## src/rtl/sseg_scan_n.sv

```systemverilog
// N-digit multiplexed seven-segment controller with hex or sequential binary-to-BCD display.
// Optional leading-zero blanking is enabled by defining SSEG_LZB_EN.
module sseg_scan_n #(
  parameter int unsigned NUM_DIGITS  = 4,
  parameter int unsigned DATA_W      = 16,
  parameter int unsigned REFRESH_DIV = 100000
) (
  input  logic                  clk,
  input  logic                  rst_n,
  input  logic [DATA_W-1:0]     data,
  input  logic                  load,
  input  logic                  hex_dec,
  input  logic                  sign,
  input  logic [NUM_DIGITS-1:0] dp_sel,
  output logic [NUM_DIGITS-1:0] an,
  output logic [6:0]            seg,
  output logic                  dp,
  output logic                  busy
);

  localparam int unsigned BCD_W = 4 * NUM_DIGITS;
  localparam int unsigned MAG_W = DATA_W + BCD_W;
  localparam int unsigned DIV_W = $clog2(REFRESH_DIV);
  localparam int unsigned IDX_W = (NUM_DIGITS > 1) ? $clog2(NUM_DIGITS) : 1;
  localparam int unsigned CNT_W = $clog2(DATA_W);

  localparam logic [6:0] SegDash  = 7'b0111111;
  localparam logic [6:0] SegBlank = 7'h7F;
  localparam logic [6:0] SegZero  = 7'h40;

  typedef enum logic {StIdle, StConv} state_e;

  function automatic logic [6:0] font(input logic [3:0] n);
    logic [6:0] s;
    unique case (n)
      4'h0: s = 7'h40;
      4'h1: s = 7'h79;
      4'h2: s = 7'h24;
      4'h3: s = 7'h30;
      4'h4: s = 7'h19;
      4'h5: s = 7'h12;
      4'h6: s = 7'h02;
      4'h7: s = 7'h78;
      4'h8: s = 7'h00;
      4'h9: s = 7'h10;
      4'hA: s = 7'h08;
      4'hB: s = 7'h03;
      4'hC: s = 7'h46;
      4'hD: s = 7'h21;
      4'hE: s = 7'h06;
      4'hF: s = 7'h0E;
      default: s = SegBlank;
    endcase
    return s;
  endfunction

  state_e                         state_q, state_d;
  logic [DIV_W-1:0]               div_q, div_d;
  logic [IDX_W-1:0]               idx_q, idx_d;
  logic [CNT_W-1:0]               cnt_q, cnt_d;
  logic [BCD_W-1:0]               bcd_q, bcd_d;
  logic [DATA_W-1:0]              sh_q, sh_d;
  logic                           ovf_q, ovf_d;
  logic                           neg_q, neg_d;
  logic                           sgn_q, sgn_d;
  logic [NUM_DIGITS-1:0][6:0]     disp_seg_q, disp_seg_d;
  logic [NUM_DIGITS-1:0]          disp_blank_q, disp_blank_d;
  logic [NUM_DIGITS-1:0]          an_q;
  logic [6:0]                     seg_q;
  logic                           dp_q;

  logic                           neg_in;
  logic [DATA_W-1:0]              mag;
  logic [MAG_W-1:0]               mag_ext;
  int                             avail_in;
  logic                           hex_ovf;
  logic [BCD_W-1:0]               bcd_adj;
  logic [BCD_W-1:0]               bcd_step;
  logic                           carry;
  logic                           swap;
  logic [BCD_W-1:0]               src_nib;
  logic                           src_ovf;
  logic                           src_neg;
  logic                           src_sgn;
  logic [NUM_DIGITS-1:0][6:0]     new_seg;
  logic [NUM_DIGITS-1:0]          new_blank;

  // Refresh divider and digit index.
  always_comb begin
    div_d = div_q + 1'b1;
    idx_d = idx_q;
    if (div_q == DIV_W'(REFRESH_DIV - 1)) begin
      div_d = '0;
      idx_d = (idx_q == IDX_W'(NUM_DIGITS - 1)) ? '0 : idx_q + 1'b1;
    end
  end

  always_comb begin
    neg_in   = sign & data[DATA_W-1];
    mag      = neg_in ? (~data + 1'b1) : data;
    mag_ext  = MAG_W'(mag);
    avail_in = sign ? int'(NUM_DIGITS) - 1 : int'(NUM_DIGITS);
    hex_ovf  = |(mag_ext >> (4 * avail_in));
  end

  // One double-dabble step: add-3 correction, then shift the next magnitude bit in.
  always_comb begin
    for (int i = 0; i < int'(NUM_DIGITS); i++) begin
      bcd_adj[4*i +: 4] = (bcd_q[4*i +: 4] >= 4'd5) ? 4'(bcd_q[4*i +: 4] + 4'd3)
                                                    : bcd_q[4*i +: 4];
    end
    carry    = bcd_adj[BCD_W-1];
    bcd_step = {bcd_adj[BCD_W-2:0], sh_q[DATA_W-1]};
  end

  always_comb begin
    state_d = state_q;
    cnt_d   = cnt_q;
    bcd_d   = bcd_q;
    sh_d    = sh_q;
    ovf_d   = ovf_q;
    neg_d   = neg_q;
    sgn_d   = sgn_q;
    swap    = 1'b0;
    src_nib = mag_ext[BCD_W-1:0];
    src_ovf = hex_ovf;
    src_neg = neg_in;
    src_sgn = sign;
    case (state_q)
      StIdle: begin
        if (load) begin
          if (hex_dec) begin
            swap = 1'b1;
          end else begin
            state_d = StConv;
            cnt_d   = '0;
            bcd_d   = '0;
            sh_d    = mag;
            ovf_d   = 1'b0;
            neg_d   = neg_in;
            sgn_d   = sign;
          end
        end
      end
      StConv: begin
        bcd_d   = bcd_step;
        sh_d    = sh_q << 1;
        ovf_d   = ovf_q | carry;
        cnt_d   = cnt_q + 1'b1;
        src_nib = bcd_step;
        src_ovf = ovf_q | carry | (sgn_q & (|bcd_step[BCD_W-1 -: 4]));
        src_neg = neg_q;
        src_sgn = sgn_q;
        if (cnt_q == CNT_W'(DATA_W - 1)) begin
          state_d = StIdle;
          swap    = 1'b1;
        end
      end
      default: state_d = StIdle;
    endcase
  end

  // Per-digit content built from the source nibbles at swap time.
  always_comb begin
    int avail;
`ifdef SSEG_LZB_EN
    int msd;
`endif
    avail = src_sgn ? int'(NUM_DIGITS) - 1 : int'(NUM_DIGITS);
`ifdef SSEG_LZB_EN
    msd = 0;
    for (int i = 0; i < int'(NUM_DIGITS); i++) begin
      if (i < avail && src_nib[4*i +: 4] != 4'h0) msd = i;
    end
`endif
    for (int i = 0; i < int'(NUM_DIGITS); i++) begin
      new_seg[i]   = font(src_nib[4*i +: 4]);
      new_blank[i] = 1'b0;
      if (src_ovf) begin
        new_seg[i] = SegDash;
`ifdef SSEG_LZB_EN
      end else if (i > msd) begin
        if (src_neg && i == msd + 1) begin
          new_seg[i] = SegDash;
        end else begin
          new_seg[i]   = SegBlank;
          new_blank[i] = 1'b1;
        end
`else
      end else if (i >= avail) begin
        if (src_neg) begin
          new_seg[i] = SegDash;
        end else begin
          new_seg[i]   = SegBlank;
          new_blank[i] = 1'b1;
        end
`endif
      end
    end
    disp_seg_d   = swap ? new_seg : disp_seg_q;
    disp_blank_d = swap ? new_blank : disp_blank_q;
  end

  always_ff @(posedge clk or negedge rst_n) begin
    if (!rst_n) begin
      state_q      <= StIdle;
      div_q        <= '0;
      idx_q        <= '0;
      cnt_q        <= '0;
      bcd_q        <= '0;
      sh_q         <= '0;
      ovf_q        <= 1'b0;
      neg_q        <= 1'b0;
      sgn_q        <= 1'b0;
      disp_seg_q   <= {NUM_DIGITS{SegZero}};
      disp_blank_q <= '0;
      an_q         <= '1;
      seg_q        <= SegBlank;
      dp_q         <= 1'b1;
    end else begin
      state_q      <= state_d;
      div_q        <= div_d;
      idx_q        <= idx_d;
      cnt_q        <= cnt_d;
      bcd_q        <= bcd_d;
      sh_q         <= sh_d;
      ovf_q        <= ovf_d;
      neg_q        <= neg_d;
      sgn_q        <= sgn_d;
      disp_seg_q   <= disp_seg_d;
      disp_blank_q <= disp_blank_d;
      // Outputs use next-state index and content so a swap lands on a whole digit.
      an_q         <= ~(NUM_DIGITS'(1) << idx_d);
      seg_q        <= disp_seg_d[idx_d];
      dp_q         <= disp_blank_d[idx_d] | ~dp_sel[idx_d];
    end
  end

  assign an   = an_q;
  assign seg  = seg_q;
  assign dp   = dp_q;
  assign busy = (state_q == StConv);

endmodule

```

## config.mk

```make
export PLATFORM = sky130hd
export DESIGN_NAME = sseg_scan_n
export DESIGN_NICKNAME = d
export VERILOG_FILES = /design/src/rtl/sseg_scan_n.sv
export SDC_FILE = /design/constraint.sdc
export NUM_CORES = 1
export LEC_CHECK = 0
export CAP_MARGIN = 10
export CORE_MARGIN = 10
export CORE_UTILIZATION = 40
export DETAILED_ROUTE_END_ITERATION = 12
export GPL_ROUTABILITY_DRIVEN = 0
export HOLD_SLACK_MARGIN = 0.02
export SYNTH_ARGS = -nofsm -noshare
export SYNTH_HDL_FRONTEND = slang
export SYNTH_SLANG_ARGS = --single-unit
```

## constraint.sdc

```tcl
create_clock -name clk -period 5.3 [get_ports clk]
set_input_delay 0.53 -clock clk [delete_from_list [all_inputs] [get_ports clk]]
set_output_delay 0.53 -clock clk [all_outputs]
set_load 0.05 [all_outputs]
```

# [After elaboration in Yosys (flattened, before gate mapping)]
# Memories as Yosys holds them, arrays and structs flattened.
# Cells that the tools add are included.
[word_totals] ff_bits=103 romBits=448 inputBits=25 out_inout_bits=13 word_cells=119 memories=4
[mem_list] name="(name not given)" words=16 width=7 read_ports=1 rd_ports_with_merged_regs=0 write_ports=0 line="35" source="unique case (n)"
[mem_list] name="(name not given)" words=16 width=7 read_ports=1 rd_ports_with_merged_regs=0 write_ports=0 line="35"
[mem_list] name="(name not given)" words=16 width=7 read_ports=1 rd_ports_with_merged_regs=0 write_ports=0 line="35"
[mem_list] name="(name not given)" words=16 width=7 read_ports=1 rd_ports_with_merged_regs=0 write_ports=0 line="35"
[classes] addsub=8 magnitude_cmp=9 eq_ne=5 shifts=2 mux=60 n_bitwise=10 n_reduce_logical=4
[ops] operator="16-bit two-way mux" n=6
[ops] operator="7-bit two-way mux" n=10
[ops] operator="16-bit case mux with 2 select lines" n=2
[ops] operator="32-bit OR reduction" n=1
[ops] operator="16-bit by 5-bit >> shifter with 32-bit output" n=1
[ops] operator="28-bit two-way mux" n=1
[ops] operator="4-bit two-way mux" n=7
[ops] operator="1-bit two-way mux" n=22
[ops] operator="17-bit by 1-bit adder with 17-bit output (second input constant)" n=1
[ops] operator="17-bit equality test (second input constant)" n=1
[ops] operator="17-bit two-way mux" n=1
[ops] operator="16-bit by 1-bit adder with 16-bit output (second input constant)" n=1
[ops] operator="4-bit by 2-bit adder with 4-bit output (second input constant)" n=4
[ops] operator="4-bit by 3-bit greater-or-equal comparator with 1-bit output (second input constant)" n=4
[ops] operator="16-bit inverter" n=1
[ops] operator="7-bit binary-select mux with 2-bit select" n=1
[ops] operator="4-bit case mux with 2 select lines" n=1
[ops] operator="1-bit by 3-bit greater-or-equal comparator with 1-bit output (first input constant)" n=2
[ops] operator="2-bit by 3-bit greater-or-equal comparator with 1-bit output (first input constant)" n=2
[ops] operator="3-bit two-way mux" n=2
[ops] operator="1-bit case mux with 2 select lines" n=3
[ops] operator="4-bit by 1-bit adder with 4-bit output (second input constant)" n=1
[ops] operator="1-bit binary-select mux with 2-bit select" n=2
[ops] operator="4-bit equality test (second input constant)" n=1
[ops] operator="13 further kinds" n=20

# [Depth between registers and ports, before layout]
[logic_depth] word_depth=11 depth_mapped=14 ltp_nobuf=14

# [Least setup slack after synthesis]
# OpenSTA, ideal clock, no wires.
[synth_path] path_type="register -> register" start="register state_q, in the netlist busy" end="register seg_q[4], in the netlist seg[4]" setup_time_ns=0.082 t_arrival_ns=3.074 required_ns=5.218 path_slack_ns=2.145 path_stages_with_launch=12 n_path_buf=3 period_less_slack_ns=3.155 cell_sequence="dfrtp_1 buf_2 clkbuf_1 buf_1 mux2i_1 inv_1 ha_1 nand3_1 a21bo_2 a21oi_1 a211oi_1 a211o_1"
[synth_via] elab_chain_cells=8 elab_cells_between_ends=25 classes_between="order compare (4); mux (16); bitwise (1); memory (4)"
[synth_rtl] item="start: declaration" line="57" source="state_e state_q, state_d;"
[synth_rtl] item="start signal: assignment" line="206" source="state_q <= StIdle;"
[synth_rtl] item="start signal: assignment" line="221" source="state_q <= state_d;"
[synth_rtl] item="branches (longest 5 deep; another with memory read 16 x 7 bit)"
[synth_rtl] item="28-bit two-way mux *" line="200" source="disp_seg_d = swap ? new_seg : disp_seg_q;"
[synth_rtl] item="7-bit binary-select mux with 2-bit select *" line="234" source="seg_q <= disp_seg_d[idx_d];"
[synth_rtl] item="7-bit two-way mux (implied by the code) *" line="234"
[synth_rtl] item="end signal: assignment" line="218" source="seg_q <= SegBlank;"
[synth_rtl] item="end signal: assignment" line="234"
[synth_rtl] item="end: declaration" line="69" source="logic [6:0] seg_q;"
# Every way passes the cells marked *. The select of a mux whose other input is x is not followed.
# A chain may end at the register's enable or synchronous reset.

==> metrics.csv <==
stage;metric;value;unit
sta;hold_violations;0;
detailed_routing;detail_route.wl_per_cell;17.8;um
final_layout;finish.cell_count_without_fillers;956;
final_layout;area.sequential;2600;um2
power_and_ir_drop;clock_power_share;17.0;%
global_routing;grt_first_pass_wirelength;28000;um
clock_network;post_cts_hold_buffer_count;0;
die;die_boundary_width;147;um
detailed_routing;route.final.wire_length;17000;um
sta;post_layout_min_period;4.01;ns
detailed_routing;dr.first_iter.drc_count;421;
power_and_ir_drop;total_power;4.31;mW
final_layout;fillCellCount;1545;
synth;yosysMostFrequentCell;dfrtp_1;
synth;synth-warning-count;0;
clock_network;postCtsResizedCells;0;
synth;synth.yosys.seq_area_share;40.1;%
clock_network;cts_root_buf;clkbuf_16;
detailed_routing;viasPerCell;5.70;
final_layout;multi_input_gate_area_in_the_final_layout;3640;um2
global_routing;globalRouteTotalUtil;15.7;%
critical_path;critPathKind;in -> reg;
clock_network;cts_htree_levels;3;
global_routing;grt_max_degree;65;
die;core_area;15900;um2
critical_path;worst_setup_path_end_kind;flop;
clock_network;clkLatencyLatePin;0.36;ns
global_routing;grt_pass1_vias;5290;
sta;timing.final.max_slew_violations;0;
sta;max_slew_margin;21.4;%
clock_network;cts_tree;built;
synth;synth.cells.most_frequent;87 x dfrtp_1, 72 x nand2_1, 67 x nor2_1;
synth;ys_ff_latch;103;
critical_path;arrival;4.29;ns
sta;final_min_period_over_clock_period;75.7;%
power_and_ir_drop;p_seq_share;28.4;%
placement;io_buffers;37;
synth;synthesis.instances;710;
final_layout;antenna_cells;0;
sta;setup_viol;0;
sta;worst_clock_skew;0.0107;ns
synth;mappedNetlistNets;771;
die;row_count;46;
die;io_pins;38;
placement;placed_cells_incl_taps;940;
detailed_routing;ant_nets;0;
global_routing;grt_antenna_before_repair;0;
die;floorplan.die_area;21700;um2
synth;syn-mean-instance-area;9.12;um2
clock_network;numCtsBuffers;9;
critical_path;critical_path_peak_fanout;7;
final_layout;drive_gt1_share;7.84;%
synth;yosys_most_used_dff;dfrtp_1;
synth;netlist.top_cell.by_area;dfrtp_1;
power_and_ir_drop;share_comb_of_total_power;54.5;%
power_and_ir_drop;total_switching_power;1.91;mW
clock_network;cts_sinks;103;
sta;max_frequency;0.249;GHz
detailed_routing;route.vias.total;5449;
final_layout;nets;796;
critical_path;worstPathCellList;clkdlybuf4s50_1, inv_1, ha_1, nor2b_1, a41oi_1, xnor2_1, mux2i_1, inv_1, ha_1, a21boi_0, a211oi_1, o32a_1, nand2_1, nand4_1;
detailed_routing;drt-pass1-iter-count;7;
critical_path;timing.critical_path.required;5.58;ns
sta;hold-worst-slack;0.286;ns
critical_path;critPathLaunchType;primary input;
power_and_ir_drop;power_switching_share;44.4;%
sta;worst_pin_slew;1.15;ns
critical_path;critPathSlowestCell;clkdlybuf4s50_1;
outcome;outcome;complete, no violations;
synth;share_of_yosys_cell_area_claimed_by_the_top_area_cell_type;33.6;%
synth;mappedNetlistArea;6480;um2
min_path;tightest_hold_check_type;in -> async;
die;initial_utilization;40.8;%
clock_network;clock_path_buffers;2;
power_and_ir_drop;vdd_drop_max;0.000232;V
synth;synth_top_cells_by_area;dfrtp_1 34%, ha_1 7.0%, dfstp_2 6.5%;
synth;synth-edff-count;0;
critical_path;critPathMaxStageDelay;0.53;ns
detailed_routing;route.detailed.drc;0;
power_and_ir_drop;static_leakage;3.03;nW
sta;setup_tns;0;ns
synth;synth_async_sr_flop_share;100;%
power_and_ir_drop;power_report.internal_total;2.39;mW
clock_network;postCtsSetupBuffers;0;
clock_network;clk_transition_reported_paths;0.07;ns
sta;rsz0062_at_grt;false;
flow_run;maxCapViolCount;0;
synth;ys_types;75;
global_routing;globalRoute.totalOverflow;0;
placement;place_hpwl;12200;um
final_layout;area_delta_synth_final;13.8;%
die;fp.dieH;147;um
power_and_ir_drop;cellPowerDensity;584;nW/um2
-- placed cells by master (no fill, tap or decap), types with 8 or more instances in the layout --
| cell | count |
|---|---|
| a211oi_1 | 8 |
| a21o_1 | 9 |
| a21oi_1 | 33 |
| a31oi_1 | 8 |
| and2_1 | 9 |
| buf_4 | 9 |
| clkbuf_16 | 9 |
| clkdlybuf4s50_1 | 36 |
| dfrtp_1 | 86 |
| dfstp_2 | 16 |
| ha_1 | 36 |
| inv_1 | 30 |
| mux2i_1 | 18 |
| nand2_1 | 72 |
| nand3_1 | 22 |
| nand4_1 | 11 |
| nor2_1 | 67 |
| nor3_1 | 21 |
| nor3b_1 | 14 |
| o21ai_0 | 46 |
| xnor2_1 | 21 |
| xor2_1 | 12 |
-- sequential cells by signal (all words and copies together) (netlist names), 4 cells and up --
name / flops
cnt_q: 4
sh_q: 16
div_q: 17
seg: 7
bcd_q: 16
disp_seg_q: 28
disp_blank_q: 4
an: 4
-- logic make-up (layout without fill, tap and decap cells) --
group | count (synthesis) | in the layout | share of synthesized area (%)
AND/OR/NAND/NOR | 264 | 264 | 20.4
AO/OA/AOI/OAI | 187 | 187 | 19.8
flip-flops | 103 | 103 | 40.1
buffers and inverters | 61 | 91 | 3.73
adder cells (fa/ha/maj) | 36 | 36 | 6.95
XOR/XNOR | 33 | 33 | 4.46
multiplexers | 26 | 26 | 4.52
-- critical path, delay by kind of cell --
family	cells	cell delay, ns
adders and majority gates	2	0.53
muxes	1	0.52
AOI/OAI and AO/OA	4	0.98
xor gates and xnor gates	1	0.23
buffers and inverters	3	0.89
and+or+nand+nor	3	0.61
-- power groups by stage --
stage               Clock [mW]  Combinational [mW]  Sequential [mW]
global route             0.788                2.61             1.25
finish                   0.733                2.35             1.22
CTS                      0.763                2.33             1.22
global placement             0                2.25             1.23
detailed placement           0                2.31             1.23
floorplan                    0                1.70             1.26
-- per-stage QoR --
| step | utilization, % | setup slack [ns] | area, um2 |
|---|---|---|---|
| 2_1_floorplan | - | 2.14 | 6480 |
| 4_1_cts | 46.4 | 1.40 | 7370 |
| 5_1_grt | 46.4 | 1.03 | 7370 |
| 3_5_place_dp | 44.4 | 1.06 | 7050 |
| 3_3_place_gp | 44.4 | 1.16 | 7050 |
| 6_report | 46.4 | 1.29 | 7370 |
-- final timing paths --
path                                startpoint        endpoint  slack (ns)  cells after the start
worst max-delay path                   data[0]          seg[1]        1.29                     14
worst min-delay path                     rst_n        cnt_q[1]        0.29                      1
worst max register to register       bcd_q[12]          seg[6]        1.85                     10
worst min register to register  disp_seg_q[13]  disp_seg_q[13]        0.48                      2
max in group asynchronous                rst_n   disp_seg_q[6]        3.95                      2
min in group clk                disp_seg_q[13]  disp_seg_q[13]        0.48                      2
-- cell type report --
class                           count  area share [%]
Tap cell                          216            3.67
Clock inverter                      5            1.17
Clock buffer                       11            3.16
Multi-Input combinational cell    546            49.4
Sequential cell                   103            35.3
Inverter                           30            1.53
Timing Repair Buffer               45            5.81
-- layer usage --
metal / vias up / part of all wire [%] / global-route usage, %
li1: 2620 / - / -
met4: 0 / 2.0 / 5.10
met2: 165 / 44 / 23.9
met1: 2643 / 48 / 21.6
met5: - / 0 / 0
met3: 21 / 5.4 / 3.53
Power figures use the tool's default switching activity.
